$ cat src/rtl/fc_pkg.sv
// fc_pkg: shared types and constants for the frame capture controller.
//   FC_FRAME_W / FC_FRAME_H / FC_ADDR_W : default frame geometry and BRAM address width
//   DATA_W                              : pixel width (RGB444)
//   FRAME_PIXELS                        : pixels per default frame
//   fc_state_e                          : controller FSM states
//   pixel_t / rd_beat_t                 : pixel and readout beat payloads
package fc_pkg;

    localparam int unsigned FC_FRAME_W   = 160;
    localparam int unsigned FC_FRAME_H   = 120;
    localparam int unsigned FC_ADDR_W    = 17;
    localparam int unsigned DATA_W       = 12;
    localparam int unsigned FRAME_PIXELS = FC_FRAME_W * FC_FRAME_H;

    typedef logic [DATA_W-1:0] pixel_t;

    typedef enum logic [1:0] {
        ST_IDLE    = 2'd0,
        ST_ARM     = 2'd1,
        ST_CAPTURE = 2'd2,
        ST_READOUT = 2'd3
    } fc_state_e;

    // One readout beat: pixel plus end-of-frame marker.
    typedef struct packed {
        logic   last;
        pixel_t data;
    } rd_beat_t;

endpackage

$ cat src/rtl/fc_skid_fifo.sv
// fc_skid_fifo: 2-entry FIFO that absorbs BRAM read data behind a valid/ready consumer.
//   i_clk, i_rst_n : clock, asynchronous active-low reset
//   i_flush        : drop all contents (synchronous)
//   i_push         : write i_push_beat this cycle
//   i_ready        : consumer accepts the head beat when o_valid is high
//   o_valid        : FIFO not empty
//   o_beat         : head beat
//   o_count        : occupancy (0..2)
module fc_skid_fifo
    import fc_pkg::*;
(
    input  logic       i_clk,
    input  logic       i_rst_n,
    input  logic       i_flush,
    input  logic       i_push,
    input  rd_beat_t   i_push_beat,
    input  logic       i_ready,
    output logic       o_valid,
    output rd_beat_t   o_beat,
    output logic [1:0] o_count
);

    rd_beat_t   r_mem [2];
    logic       r_wr_ptr;
    logic       r_rd_ptr;
    logic [1:0] r_count;

    logic       w_pop;
    logic       w_push;

    assign o_valid = (r_count != 2'd0);
    assign o_beat  = r_mem[r_rd_ptr];
    assign o_count = r_count;
    assign w_pop   = o_valid & i_ready;
    // A push into a full FIFO is only accepted when the head leaves in the same cycle.
    assign w_push  = i_push & ((r_count != 2'd2) | w_pop);

    // Storage, pointers and occupancy.
    always_ff @(posedge i_clk or negedge i_rst_n) begin
        if (!i_rst_n) begin
            r_mem[0] <= '0;
            r_mem[1] <= '0;
            r_wr_ptr <= 1'b0;
            r_rd_ptr <= 1'b0;
            r_count  <= 2'd0;
        end else if (i_flush) begin
            r_wr_ptr <= 1'b0;
            r_rd_ptr <= 1'b0;
            r_count  <= 2'd0;
        end else begin
            if (w_push) begin
                r_mem[r_wr_ptr] <= i_push_beat;
                r_wr_ptr        <= ~r_wr_ptr;
            end
            if (w_pop) begin
                r_rd_ptr <= ~r_rd_ptr;
            end
            r_count <= r_count + 2'(w_push) - 2'(w_pop);
        end
    end

endmodule

$ cat src/rtl/frame_capture_ctrl.sv
// frame_capture_ctrl: arms on start, captures one camera frame into a single-port BRAM
// starting at a vsync rising edge, then streams it out over valid/ready and returns idle.
//   clk25, rst            : clock, asynchronous active-low reset
//   start, abort          : capture request (IDLE only), return-to-idle (any state, wins)
//   vsync, pix_valid,
//   pix_data              : camera interface
//   mem_we, mem_addr,
//   mem_wdata, mem_rdata  : BRAM port (read data one cycle after address)
//   rd_valid, rd_ready,
//   rd_data, rd_last      : frame readout stream
//   busy, frame_done, ovf : status (not idle, end-of-readout pulse, sticky overrun)
module frame_capture_ctrl
    import fc_pkg::*;
#(
    parameter int unsigned FRAME_W = FC_FRAME_W,
    parameter int unsigned FRAME_H = FC_FRAME_H,
    parameter int unsigned ADDR_W  = FC_ADDR_W
) (
    input  logic              clk25,
    input  logic              rst,
    input  logic              start,
    input  logic              abort,
    input  logic              vsync,
    input  logic              pix_valid,
    input  logic [DATA_W-1:0] pix_data,
    output logic              mem_we,
    output logic [ADDR_W-1:0] mem_addr,
    output logic [DATA_W-1:0] mem_wdata,
    input  logic [DATA_W-1:0] mem_rdata,
    output logic              rd_valid,
    input  logic              rd_ready,
    output logic [DATA_W-1:0] rd_data,
    output logic              rd_last,
    output logic              busy,
    output logic              frame_done,
    output logic              ovf
);

    localparam int unsigned       NPIX      = FRAME_W * FRAME_H;
    localparam logic [ADDR_W-1:0] ADDR_LAST = ADDR_W'(NPIX - 1);
    localparam logic [ADDR_W-1:0] ADDR_END  = ADDR_W'(NPIX);
    localparam logic [ADDR_W-1:0] ADDR_ONE  = ADDR_W'(1);

    fc_state_e         r_state;
    logic [ADDR_W-1:0] r_waddr;
    logic [ADDR_W-1:0] r_raddr;
    logic              r_vsync_d;
    logic              r_inflight;
    logic              r_inflight_last;
    logic              r_frame_done;
    logic              r_ovf;

    logic              w_fifo_valid;
    rd_beat_t          w_fifo_beat;
    rd_beat_t          w_push_beat;
    logic [1:0]        w_fifo_count;
    logic              w_pop;
    logic              w_issue;
    logic              w_wr;
    logic              w_last_hs;
    logic              w_vsync_rise;
    logic [2:0]        w_pending;

    assign w_wr         = (r_state == ST_CAPTURE) & pix_valid & (r_waddr < ADDR_END);
    assign w_pop        = w_fifo_valid & rd_ready;
    // Slots committed after this cycle's pop; counting the pop keeps one beat per cycle.
    assign w_pending    = 3'(w_fifo_count) + 3'(r_inflight) - 3'(w_pop);
    assign w_issue      = (r_state == ST_READOUT) & (r_raddr < ADDR_END) & (w_pending < 3'd2);
    assign w_last_hs    = w_pop & w_fifo_beat.last;
    assign w_vsync_rise = vsync & ~r_vsync_d;
    assign w_push_beat  = '{last: r_inflight_last, data: mem_rdata};

    fc_skid_fifo u_skid (
        .i_clk       (clk25),
        .i_rst_n     (rst),
        .i_flush     (abort),
        .i_push      (r_inflight),
        .i_push_beat (w_push_beat),
        .i_ready     (rd_ready),
        .o_valid     (w_fifo_valid),
        .o_beat      (w_fifo_beat),
        .o_count     (w_fifo_count)
    );

    // BRAM port mux: writer owns it in CAPTURE, reader in READOUT.
    always_comb begin
        mem_we    = 1'b0;
        mem_addr  = '0;
        mem_wdata = '0;
        case (r_state)
            ST_CAPTURE: begin
                mem_we    = w_wr;
                mem_addr  = r_waddr;
                mem_wdata = w_wr ? pix_data : '0;
            end
            ST_READOUT: begin
                mem_addr = r_raddr;
            end
            default: ;
        endcase
    end

    assign rd_valid   = w_fifo_valid;
    assign rd_data    = w_fifo_valid ? w_fifo_beat.data : '0;
    assign rd_last    = w_fifo_valid & w_fifo_beat.last;
    assign busy       = (r_state != ST_IDLE);
    assign frame_done = r_frame_done;
    assign ovf        = r_ovf;

    // Controller FSM with address counters and status flags.
    always_ff @(posedge clk25 or negedge rst) begin
        if (!rst) begin
            r_state         <= ST_IDLE;
            r_waddr         <= '0;
            r_raddr         <= '0;
            r_vsync_d       <= 1'b0;
            r_inflight      <= 1'b0;
            r_inflight_last <= 1'b0;
            r_frame_done    <= 1'b0;
            r_ovf           <= 1'b0;
        end else begin
            r_vsync_d       <= vsync;
            r_frame_done    <= 1'b0;
            r_inflight      <= w_issue;
            r_inflight_last <= w_issue & (r_raddr == ADDR_LAST);

            if (abort) begin
                r_state    <= ST_IDLE;
                r_waddr    <= '0;
                r_raddr    <= '0;
                r_inflight <= 1'b0;
            end else begin
                case (r_state)
                    ST_IDLE: begin
                        if (start) begin
                            r_state <= ST_ARM;
                            r_ovf   <= 1'b0;
                        end
                    end
                    ST_ARM: begin
                        if (w_vsync_rise) begin
                            r_state <= ST_CAPTURE;
                            r_waddr <= '0;
                        end
                    end
                    ST_CAPTURE: begin
                        if (pix_valid && (r_waddr == ADDR_END)) begin
                            r_ovf <= 1'b1;
                        end
                        // Blanking before the frame is full: drop the partial frame.
                        if (!vsync) begin
                            r_waddr <= '0;
                        end else if (w_wr) begin
                            r_waddr <= r_waddr + ADDR_ONE;
                            if (r_waddr == ADDR_LAST) begin
                                r_state <= ST_READOUT;
                                r_raddr <= '0;
                            end
                        end
                    end
                    ST_READOUT: begin
                        // The buffer is still being read: a new pixel has nowhere to go.
                        if (pix_valid) begin
                            r_ovf <= 1'b1;
                        end
                        if (w_issue) begin
                            r_raddr <= r_raddr + ADDR_ONE;
                        end
                        if (w_last_hs) begin
                            r_frame_done <= 1'b1;
                            r_state      <= ST_IDLE;
                        end
                    end
                    default: r_state <= ST_IDLE;
                endcase
            end
        end
    end

endmodule

$ cat config.mk
export PLATFORM = sky130hd
export DESIGN_NAME = frame_capture_ctrl
export DESIGN_NICKNAME = d
export VERILOG_FILES = /design/src/rtl/fc_pkg.sv /design/src/rtl/fc_skid_fifo.sv /design/src/rtl/frame_capture_ctrl.sv
export SDC_FILE = /design/constraint.sdc
export NUM_CORES = 1
export LEC_CHECK = 0
export BUFFER_PORTS_ARGS = -buffer_cell sky130_fd_sc_hd__buf_2
export CORE_MARGIN = 10
export CORE_UTILIZATION = 56
export CTS_BUF_LIST = sky130_fd_sc_hd__clkbuf_16
export DETAILED_ROUTE_END_ITERATION = 8
export HOLD_SLACK_MARGIN = 0.03
export PLACE_DENSITY = 0.78
export SETUP_SLACK_MARGIN = 0.02
export SYNTH_ARGS = -nofsm -noshare
export SYNTH_HDL_FRONTEND = slang
export SYNTH_HIERARCHICAL = 1
export SYNTH_SLANG_ARGS = --single-unit
$ cat constraint.sdc
create_clock -name clk25 -period 4.1 [get_ports clk25]
set_clock_uncertainty 0.15 [all_clocks]
set_input_delay 0.205 -clock clk25 [delete_from_list [all_inputs] [get_ports clk25]]
set_output_delay 0.205 -clock clk25 [all_outputs]
set_load 0.02 [all_outputs]
# Yosys cells after proc, flatten, opt, wreduce, memory -nomap -nowiden
# Cells that the tools add are included.
# Widths: inputs -> output; s select.
[totals]
register_bits = 71
elab_cells = 120
inputBits = 31
[op_classes]
addsub = 6
reduce_logical = 15
n_eq_ne = 18
bitwise_logic = 17
mux = 43
order_cmp = 6
[ops]
columns = ["operator", "count"]
rows = [
  ["$mux 17", 9],
  ["$pmux 17 s2", 3],
  ["$mux 13", 4],
  ["$eq 17x15->1 const B", 3],
  ["$mux 12", 3],
  ["$add 17x1->17 const B", 2],
  ["$lt 17x15->1 const B", 2],
  ["$bwmux 26", 1],
  ["$ne 3x3->1 const B", 6],
  ["$mux 2", 8],
  ["$demux 13 s1", 1],
  ["$mux 1", 12],
  ["$and 1x1->1", 10],
  ["$reduce_and 5->1", 2],
  ["$reduce_bool 3->1", 3],
  ["$pmux 2 s4", 1],
  ["$reduce_bool 2->1", 4],
  ["$ne 2x2->1 const B", 3],
  ["$reduce_and 6->1", 1],
  ["$eq 2x2->1 const B", 2],
  ["$ge 2x2->1 const B", 2],
  ["$ne 4x4->1 const B", 1],
  ["$not 1->1", 4],
  ["$not 1->2", 2],
  ["other kinds (15)", 16],
]

# Depth between registers and ports, before layout
# Gate-level depths: netlist (run 1).
[logic_depth]
depth_word = 8
mapped_depth = 13
mapped_depth_nobuf = 11

# Cells and area by module
# Netlist (run 1), hierarchy kept.
[by_module_without_submodules]
columns = ["mod", "cells_each", "seq_area_each_um2", "area_each_um2", "instances"]
rows = [
  ["frame_capture_ctrl", 318, 1026.0, 2841.5, 1],
  ["fc_skid_fifo", 92, 750.7, 1391.3, 1],
]

# Worst setup path after synthesis (run 1)
# OpenSTA, ideal clock, no wires.
[synth_path]
kind = "register to register"
start = "register u_skid.r_count[1] (netlist: u_skid/o_count[1])"
end = "register r_raddr[9]"
slack_ps = 749
synth_period_minus_slack_ps = 3351
stages_incl_launch_ff = 14
t_arrival_ps = 3066
required_ps = 3814
cell_sequence = "dfrtp_1 or2_2 clkbuf_1 and2_1 ha_1 nand2b_1 fa_1 nand2_1 a21oi_1 nand4_2 a21o_1 buf_2 o311ai_1 o41ai_1"
[synth_via]
elab_chain_len = 7
word_cells_on_any_way = 8
classes_between = "2 x add/sub; 1 x order compare; 1 x eq/ne; 2 x bitwise; 2 x reduce/logical"
[synth_rtl]
columns = ["item", "line", "rtl"]
rows = [
  ["from (decl)", "fc_skid_fifo.sv:26", "logic [1:0] r_count;"],
  ["from (signal assigned)", "fc_skid_fifo.sv:58", "r_count <= r_count + 2'(w_push) - 2'(w_pop);"],
  ["$reduce_bool 2->1", "fc_skid_fifo.sv:31", "assign o_valid = (r_count != 2'd0);"],
  ["named net rd_valid", "frame_capture_ctrl.sv:30", "output logic rd_valid,"],
  ["$and 1x1->1", "frame_capture_ctrl.sv:65", "assign w_pop = w_fifo_valid & rd_ready;"],
  ["$sub 3x1->3", "frame_capture_ctrl.sv:67", "assign w_pending = 3'(w_fifo_count) + 3'(r_inflight) - 3'(w_pop);"],
  ["$lt 3x2->1", "frame_capture_ctrl.sv:68", "assign w_issue = (r_state == ST_READOUT) & (r_raddr < ADDR_END) & (w_pending < 3'd2);"],
  ["$and 1x1->1", "frame_capture_ctrl.sv:68", ""],
  ["$ne 3x3->1 (no source line)", "--", ""],
  ["$reduce_and 5->1 (no source line)", "--", ""],
  ["to (signal assigned)", "frame_capture_ctrl.sv:167", "r_raddr <= r_raddr + ADDR_ONE;"],
  ["to (decl)", "frame_capture_ctrl.sv:46", "logic [ADDR_W-1:0] r_raddr;"],
]
# The timed path passes the listed nets, and every way through them passes these cells.
# A chain may end at the register's enable or synchronous reset.

# Worst setup path after layout (run 1)
[layout_path]
start = "register u_skid.r_count[1] (netlist: u_skid/o_count[1])"
end = "register r_raddr[11]"
[layout_via]
elab_chain_len = 7
word_cells_on_any_way = 8
classes_between = "2 x add/sub; 1 x order compare; 1 x eq/ne; 2 x bitwise; 2 x reduce/logical"
[layout_rtl]
columns = ["item", "line"]
rows = [
  ["branches (longest 2 deep; another with $add 2x1->3)", "--"],
  ["$sub 3x1->3 *", "frame_capture_ctrl.sv:67"],
  ["$lt 3x2->1 *", "frame_capture_ctrl.sv:68"],
  ["$and 1x1->1 *", "frame_capture_ctrl.sv:68"],
  ["$ne 3x3->1 (no source line) *", "--"],
  ["$reduce_and 5->1 (no source line) *", "--"],
]
# Mark *: on every way between the ends.

==> results of run 1 <==
-- worst max path at each step --
stage	endpoint	startpoint	cells after the start
6_report	r_raddr[11]	u_skid/o_count[1]	11
2_1_floorplan	r_raddr[9]	u_skid/o_count[1]	13
5_1_grt	r_raddr[10]	u_skid/o_count[1]	11
3_5_place_dp	r_raddr[8]	u_skid/o_count[1]	11
4_1_cts	r_raddr[8]	u_skid/o_count[1]	11
3_3_place_gp	r_raddr[10]	u_skid/o_count[1]	11
-- cells by family after synthesis --
kind of cell / share of synthesized area
AND/OR/NAND/NOR: 0.202
AO/OA/AOI/OAI: 0.147
flip-flops: 0.420
multiplexers: 0.120
buffers and inverters: 0.0437
XOR/XNOR: 0.0310
adder cells (fa/ha/maj): 0.0372
-- power groups by stage --
stage          Sequential (mW)  Clock [mW]  Combinational (mW)
6_report                 0.877       0.760               0.778
5_1_grt                  0.890       0.802               0.860
4_1_cts                  0.875       0.768               0.783
3_5_place_dp             0.885           0               0.753
3_3_place_gp             0.876           0               0.737
2_1_floorplan            0.855           0               0.583
-- cell usage in the layout (no fill, tap or decap), types with 3 or more instances in the layout --
master,synthesis,layout
a21oi_1,7,7
a22o_1,14,14
a31oi_1,10,10
and2_1,34,34
and3_1,7,7
buf_2,6,77
buf_4,0,3
clkbuf_16,0,9
dfrtp_1,71,71
dlygate4sd3_1,0,14
ha_1,11,11
inv_1,13,14
mux2_2,28,28
mux2_4,10,10
mux2i_1,3,3
nand2_1,16,16
nand2b_1,3,3
nand3_1,21,21
nand4_1,9,9
nor2_1,34,34
nor2b_1,3,3
nor3_1,4,4
o21a_1,3,3
o21ai_0,11,11
o311ai_0,3,3
o311ai_1,8,8
o31ai_1,7,7
xnor2_1,4,4
xor2_1,11,11
-- state kept, by name, summed over array words and instances, names as in the netlist --
| name | count |
|---|---|
| r_vsync_d | 1 |
| r_inflight | 1 |
| r_raddr | 17 |
| ovf | 1 |
| r_state | 2 |
| r_waddr | 17 |
| r_inflight_last | 1 |
| u_skid/r_rd_ptr | 1 |
| u_skid/o_count | 2 |
| u_skid/r_mem | 26 |
| u_skid/r_wr_ptr | 1 |
| frame_done | 1 |
-- cell type report --
class                      instances  share of cell area
clock inverter                     7              0.0129
timing repair buffer              94               0.108
inverter                          13             0.00965
tap                               99              0.0245
multi-input combinational        300               0.449
sequential                        71               0.351
clock buffer                       9              0.0445
-- worst max-delay path, stage by stage, from the launching register on --
cell and delay (ns):
dfrtp_1 0.45, or2_2 0.42, and2_1 0.18, ha_1 0.27
nand2b_1 0.15, fa_1 0.49, nand2_1 0.06, a21oi_1 0.18
nand4_2 0.17, a21o_1 0.38, o311ai_0 0.37, o21ai_0 0.13
-- metal layers --
metal | vias to the layer above | wire, um | share of wire
li1 | 1652 | - | -
met1 | 1740 | 4460 | 0.41
met4 | 0 | 226 | 0.021
met5 | - | 0 | 0
met3 | 21 | 826 | 0.075
met2 | 153 | 5470 | 0.50
-- repair_timing --
item / CTS / global route
hold buffers: 14 / 0
setup buffers: 0 / 0
endpoints found under the hold margin: 56 / 0
==> out/results.ini, run 1 <==
[logic_synthesis]
synth_ff_type=dfrtp_1
async_flop_share=1.00
netlist_instances=410
mappedNetlistArea_mm2=0.00423
synth-seq-cells=71
synthTopCellsByCount=71 x dfrtp_1, 34 x and2_1, 34 x nor2_1, 28 x mux2_2, 21 x nand3_1
yosysSeqAreaShare=0.420
yosysTopAreaCell=dfrtp_1
synth.distinct_cells=62
yosys-top-cells-area=dfrtp_1 42%, mux2_2 7.4%, and2_1 5.0%, mux2_4 3.5%, ha_1 3.3%
synth_warnings=6
syn-num-nets=453
synth_edf_count=0
synth_top_area_frac=0.420
synth_most_common_cell=dfrtp_1
avgSynthCellArea_um2=10.3

[sta]
worst_slack_ns=0.546
min_period_ns=3.55
worst_pin_slew_ns=0.921
finalSetupViolations=0
final-hold-violation-count=0
maxSlewHeadroom=0.386
grt_setup_unrepaired=false
slew_viol_final=0
holdWs_ns=0.0345
layout_worst_path_cycle_share=0.867
max_freq_ghz=0.281
fin_setup_tns_ns=0

[pwr]
power.density_mw_per_mm2=477
ir_drop_uv=312
combPwrFrac=0.322
p_sw_frac=0.347
p_int_mw=1.58
p_sw_uw=838
finalPower_mw=2.41
pwr-share-seq=0.363
p_clk_frac=0.315
p_leak_nw=2.44

[place]
place_area_mm2=0.00463
dp_slack_ns=0.577
place_congestion=0.854
detailed_place_hpwl_um=7680
dp.cells=563
io_buffers=77

[die]
start_util=0.580
fp.dieH_um=107
fp-row-count=31
die_w_um=107
design.die.area_mm2=0.0114
core-area_mm2=0.00729
pin_count=78

[setup_path]
r2r_start=u_skid/o_count[1]
r2r_end=r_raddr[11]
cp.required_ns=4.15
worst-setup-path-type=reg -> reg
arrival_ns=3.60
cp_max_fo=15
reg2reg_slack_ns=0.55
reg2reg_depth=11
worst_setup_path_end_kind=register
start_kind=register

[layout]
final_core_util=0.694
fin_cells=593
n_fill_cell=588
fin_area_mm2=0.00506
seqCellArea_mm2=0.00178
n_antenna_cell=0
drive_gt1_frac=0.304
synthToLayoutAreaGrowth_pct=19.5
multi_input_area_mm2=0.00227
fin_nets=532

[routing]
vias=3566
wl_um=11000
wl_per_cell_um=18.5
ant_nets=0
first_iter_violations=237
drc=0
firstDrtPassIters=4
vias_per_cell=6.01

[clock_tree]
cts_max_path_buffers=2
clk_pin_slew_ns=0.06
clock-sinks=71
root_buffer=clkbuf_16
cts_buffers=9
h-tree-depth=3
insertion_delay_ns=0.33
cts_tree=built
cts_resized=0

[grt]
grtUsageMet1=0.245
grt_max_degree=41
grt.met2_usage=0.319
grt_pass1_wl_um=18400
overflow=0
antenna_found_initial=0
grtUsageTotal=0.196
met3_usage=0.0581
grt_pass1_vias=3651
grt-busiest-layer=met2

[hold_path]
min_from=rd_ready
hold_class=in -> reg
hold_end=frame_done
min_path_cells=3

[flow_run]
cap_violations=0

[run_status]
status=finished, final reports clean

(Power assumes the default switching activity.)
==> inputs of run 2 (changes only) <==
--- a/config.mk
+++ b/config.mk
@@ -7,12 +7,12 @@
 export LEC_CHECK = 0
 export BUFFER_PORTS_ARGS = -buffer_cell sky130_fd_sc_hd__buf_2
 export CORE_MARGIN = 10
-export CORE_UTILIZATION = 56
+export CORE_UTILIZATION = 51
 export CTS_BUF_LIST = sky130_fd_sc_hd__clkbuf_16
 export DETAILED_ROUTE_END_ITERATION = 8
 export HOLD_SLACK_MARGIN = 0.03
-export PLACE_DENSITY = 0.78
-export SETUP_SLACK_MARGIN = 0.02
+export PLACE_DENSITY = 0.75
+export SETUP_SLACK_MARGIN = 0.05
 export SYNTH_ARGS = -nofsm -noshare
 export SYNTH_HDL_FRONTEND = slang
 export SYNTH_HIERARCHICAL = 1
==> constraint.sdc (replaced) <==
create_clock -name clk25 -period 3.02 [get_ports clk25]
set_clock_uncertainty 0.15 [all_clocks]
set_input_delay 0.151 -clock clk25 [delete_from_list [all_inputs] [get_ports clk25]]
set_output_delay 0.151 -clock clk25 [all_outputs]
set_load 0.02 [all_outputs]
==> run 2 against run 1 <==
- combinational power is 62% higher
- clock-buffer cell count stayed put
- hold slack better by 0.081 ns
- core utilization decreased by 4.1 points
- global-route usage decreased by 2.6 points
- clock power is 38% higher
- fmax increased by 20%
- largest cell class unchanged
- largest power group is now combinational logic
==> out/results.ini, run 2 (synthesized netlist as in run 1, its figures left out) <==
[run_status]
status=finished, final reports clean

[layout]
fin_cells=610  ; +2.9%
largest_reg_flops=26  ; unchanged
top_register=u_skid/r_mem
seqCellArea_mm2=0.00178  ; about the same
layout_common_cells=77 x buf_2, 70 x dfrtp_1, 34 x nor2_1, 33 x and2_1, 28 x mux2_2
largest_registers=u_skid/r_mem (26), r_raddr (17), r_waddr (17)
drive_gt1_frac=0.345  ; +0.0409
fin_nets=543  ; +2.1%
multi_input_area_mm2=0.00241  ; +6.0%
n_antenna_cell=0  ; unchanged
synthToLayoutAreaGrowth_pct=25.4
final_core_util=0.652  ; -0.0414
fin_area_mm2=0.00531  ; +4.9%
n_fill_cell=636  ; +8.2%
final_common_cell=buf_2

[place]
detailed_place_hpwl_um=7690  ; +0.14%
place_congestion=0.901  ; +5.5%
io_buffers=77  ; unchanged
place_area_mm2=0.00474  ; +2.4%
dp.cells=577  ; +2.5%

[hold_path]
hold_class=in -> reg

[pwr]
combPwrFrac=0.364  ; +0.042
ir_drop_uv=374  ; +20%
p_int_mw=2.25  ; +43%
power.density_mw_per_mm2=652  ; +37%
finalPower_mw=3.46  ; +43%
p_leak_nw=2.52  ; +3.5%
pwr-share-seq=0.333  ; -0.030
p_sw_frac=0.349  ; +0.00137
p_sw_mw=1.20  ; +44%
p_clk_frac=0.303  ; -0.012

[setup_path]
cp_slowest_stage_delay_ns=0.51  ; +0.02 ns
worst-setup-path-type=reg -> reg
cp_max_fo=7  ; -8
worst-path-buf-inv=0  ; unchanged
start_kind=register
path_cells=or2_4, and2_4, ha_4, nand2b_4, fa_1, nand2_1, a21oi_2, nand4_4, a21o_4, o311ai_2, o21ai_1
cp_top_family=compound AO/OA/AOI/OAI gates
cp_slowest_cell=fa_1
worst_setup_path_end_kind=register
cp.required_ns=3.07  ; -1.08 ns
arrival_ns=3.00  ; -0.60 ns

[sta]
slew_viol_final=0  ; unchanged
maxSlewHeadroom=0.397  ; +0.0117
max_freq_ghz=0.338  ; +20%
worst_pin_slew_ns=0.901  ; -0.0204 ns
final-hold-violation-count=0  ; unchanged
holdWs_ns=0.116  ; +0.0815 ns
finalSetupViolations=0  ; unchanged
layout_worst_path_cycle_share=0.979  ; +0.113
min_period_ns=2.96  ; -0.596 ns
grt_setup_unrepaired=true

[grt]
grt_max_degree=38  ; -7.3%
antenna_found_initial=0  ; unchanged
overflow=0  ; unchanged
grt_pass1_vias=3623  ; -0.77%
grt_pass1_wl_um=18100  ; -1.9%
grtUsageTotal=0.171  ; -0.0258

[die]
core-area_mm2=0.00813  ; +12%
pin_count=78  ; unchanged
fp-row-count=33  ; +6.5%
start_util=0.520  ; -0.0601
fp.dieH_um=111  ; +3.9%
design.die.area_mm2=0.0123  ; +7.9%
die_w_um=111  ; +3.9%

[routing]
wl_um=11000  ; +0.25%
firstDrtPassIters=4  ; unchanged
vias_per_cell=5.79  ; -3.7%
drc=0  ; unchanged
wl_per_cell_um=18.1  ; -2.5%
ant_nets=0  ; unchanged
first_iter_violations=240  ; +1.3%
vias=3533  ; -0.93%

[clock_tree]
h-tree-depth=3  ; unchanged
cts_buffers=9  ; unchanged
root_buffer=clkbuf_16
insertion_delay_ns=0.33  ; about the same
clk_pin_slew_ns=0.06  ; about the same
cts_tree=built
cts_max_path_buffers=2  ; unchanged
clock-sinks=71  ; unchanged

[flow_run]
cap_violations=0  ; unchanged

run 2: cell types whose count changed in the layout (fill, tap and decap cells not counted), sizes merged:
cell | before | now
dlygate4sd3 | 14 | 16
a21o | 1 | 2
buf | 80 | 88
clkinvlp | 2 | 1
inv | 14 | 15
run 2: routing by layer:
layer | vias up | part of all wire | track usage
li1 | 1671 | - | -
met1 | 1724 | 0.42 | 0.203
met2 | 119 | 0.49 | 0.292
met3 | 19 | 0.068 | 0.0519
met4 | 0 | 0.014 | 0.0446
met5 | - | 0 | 0
run 2: metrics by stage:
step | setup WS [ns] | setup TNS, ns
floorplan | -0.0776 | -0.728
global placement | 0.0775 | 0
detailed placement | -0.0558 | -0.121
CTS | 0.0523 | 0
global route | -0.0277 | -0.0277
finish | 0.0621 | 0
run 2: worst paths after layout:
| kind | startpoint | endpoint | slack (ns) | cells past startpoint |
|---|---|---|---|---|
| max reg2reg | u_skid/o_count[1] | r_raddr[11] | 0.06 | 11 |
| min reg2reg | r_inflight_last | u_skid/r_mem[12] | 0.35 | 1 |
| max | u_skid/o_count[1] | r_raddr[11] | 0.06 | 11 |
| min in group asynchronous | rst | u_skid/r_mem[10] | 0.32 | 2 |
| min | start | ovf | 0.12 | 4 |
| max in group asynchronous | rst | r_waddr[12] | 1.71 | 3 |
run 2: worst register-to-register path: stages (launching register included):
cell and delay [ns]:
dfrtp_2 0.40, or2_4 0.23, and2_4 0.14, ha_4 0.20, nand2b_4 0.14, fa_1 0.51
nand2_1 0.07, a21oi_2 0.17, nand4_4 0.12, a21o_4 0.27, o311ai_2 0.28, o21ai_1 0.13
run 2: layout make-up:
cell class                 instances  area share
multi-input combinational        301       0.454
tap                              105      0.0248
sequential                        71       0.335
inverter                          13     0.00920
timing repair buffer             104       0.121
clock buffer                       9      0.0424
clock inverter                     7      0.0134
run 2: repair_timing:
| item | CTS | global route |
|---|---|---|
| cloned | 0 | 1 |
| buffers inserted | 0 | 0 |
| pin swaps | 0 | 5 |
| endpoints found under the setup margin | 13 | 14 |
| hold buffers | 16 | 0 |
| gates resized for setup | 5 | 15 |
| hold endpoints to repair | 64 | 0 |
run 2: power by group through the flow:
| stage | combinational, mW | clock (mW) | sequential (mW) |
|---|---|---|---|
| after floorplan | 0.858 | 0 | 1.16 |
| after CTS | 1.21 | 1.07 | 1.15 |
| after global placement | 1.14 | 0 | 1.15 |
| after global routing | 1.37 | 1.12 | 1.16 |
| after detailed placement | 1.17 | 0 | 1.16 |
| final | 1.26 | 1.05 | 1.15 |
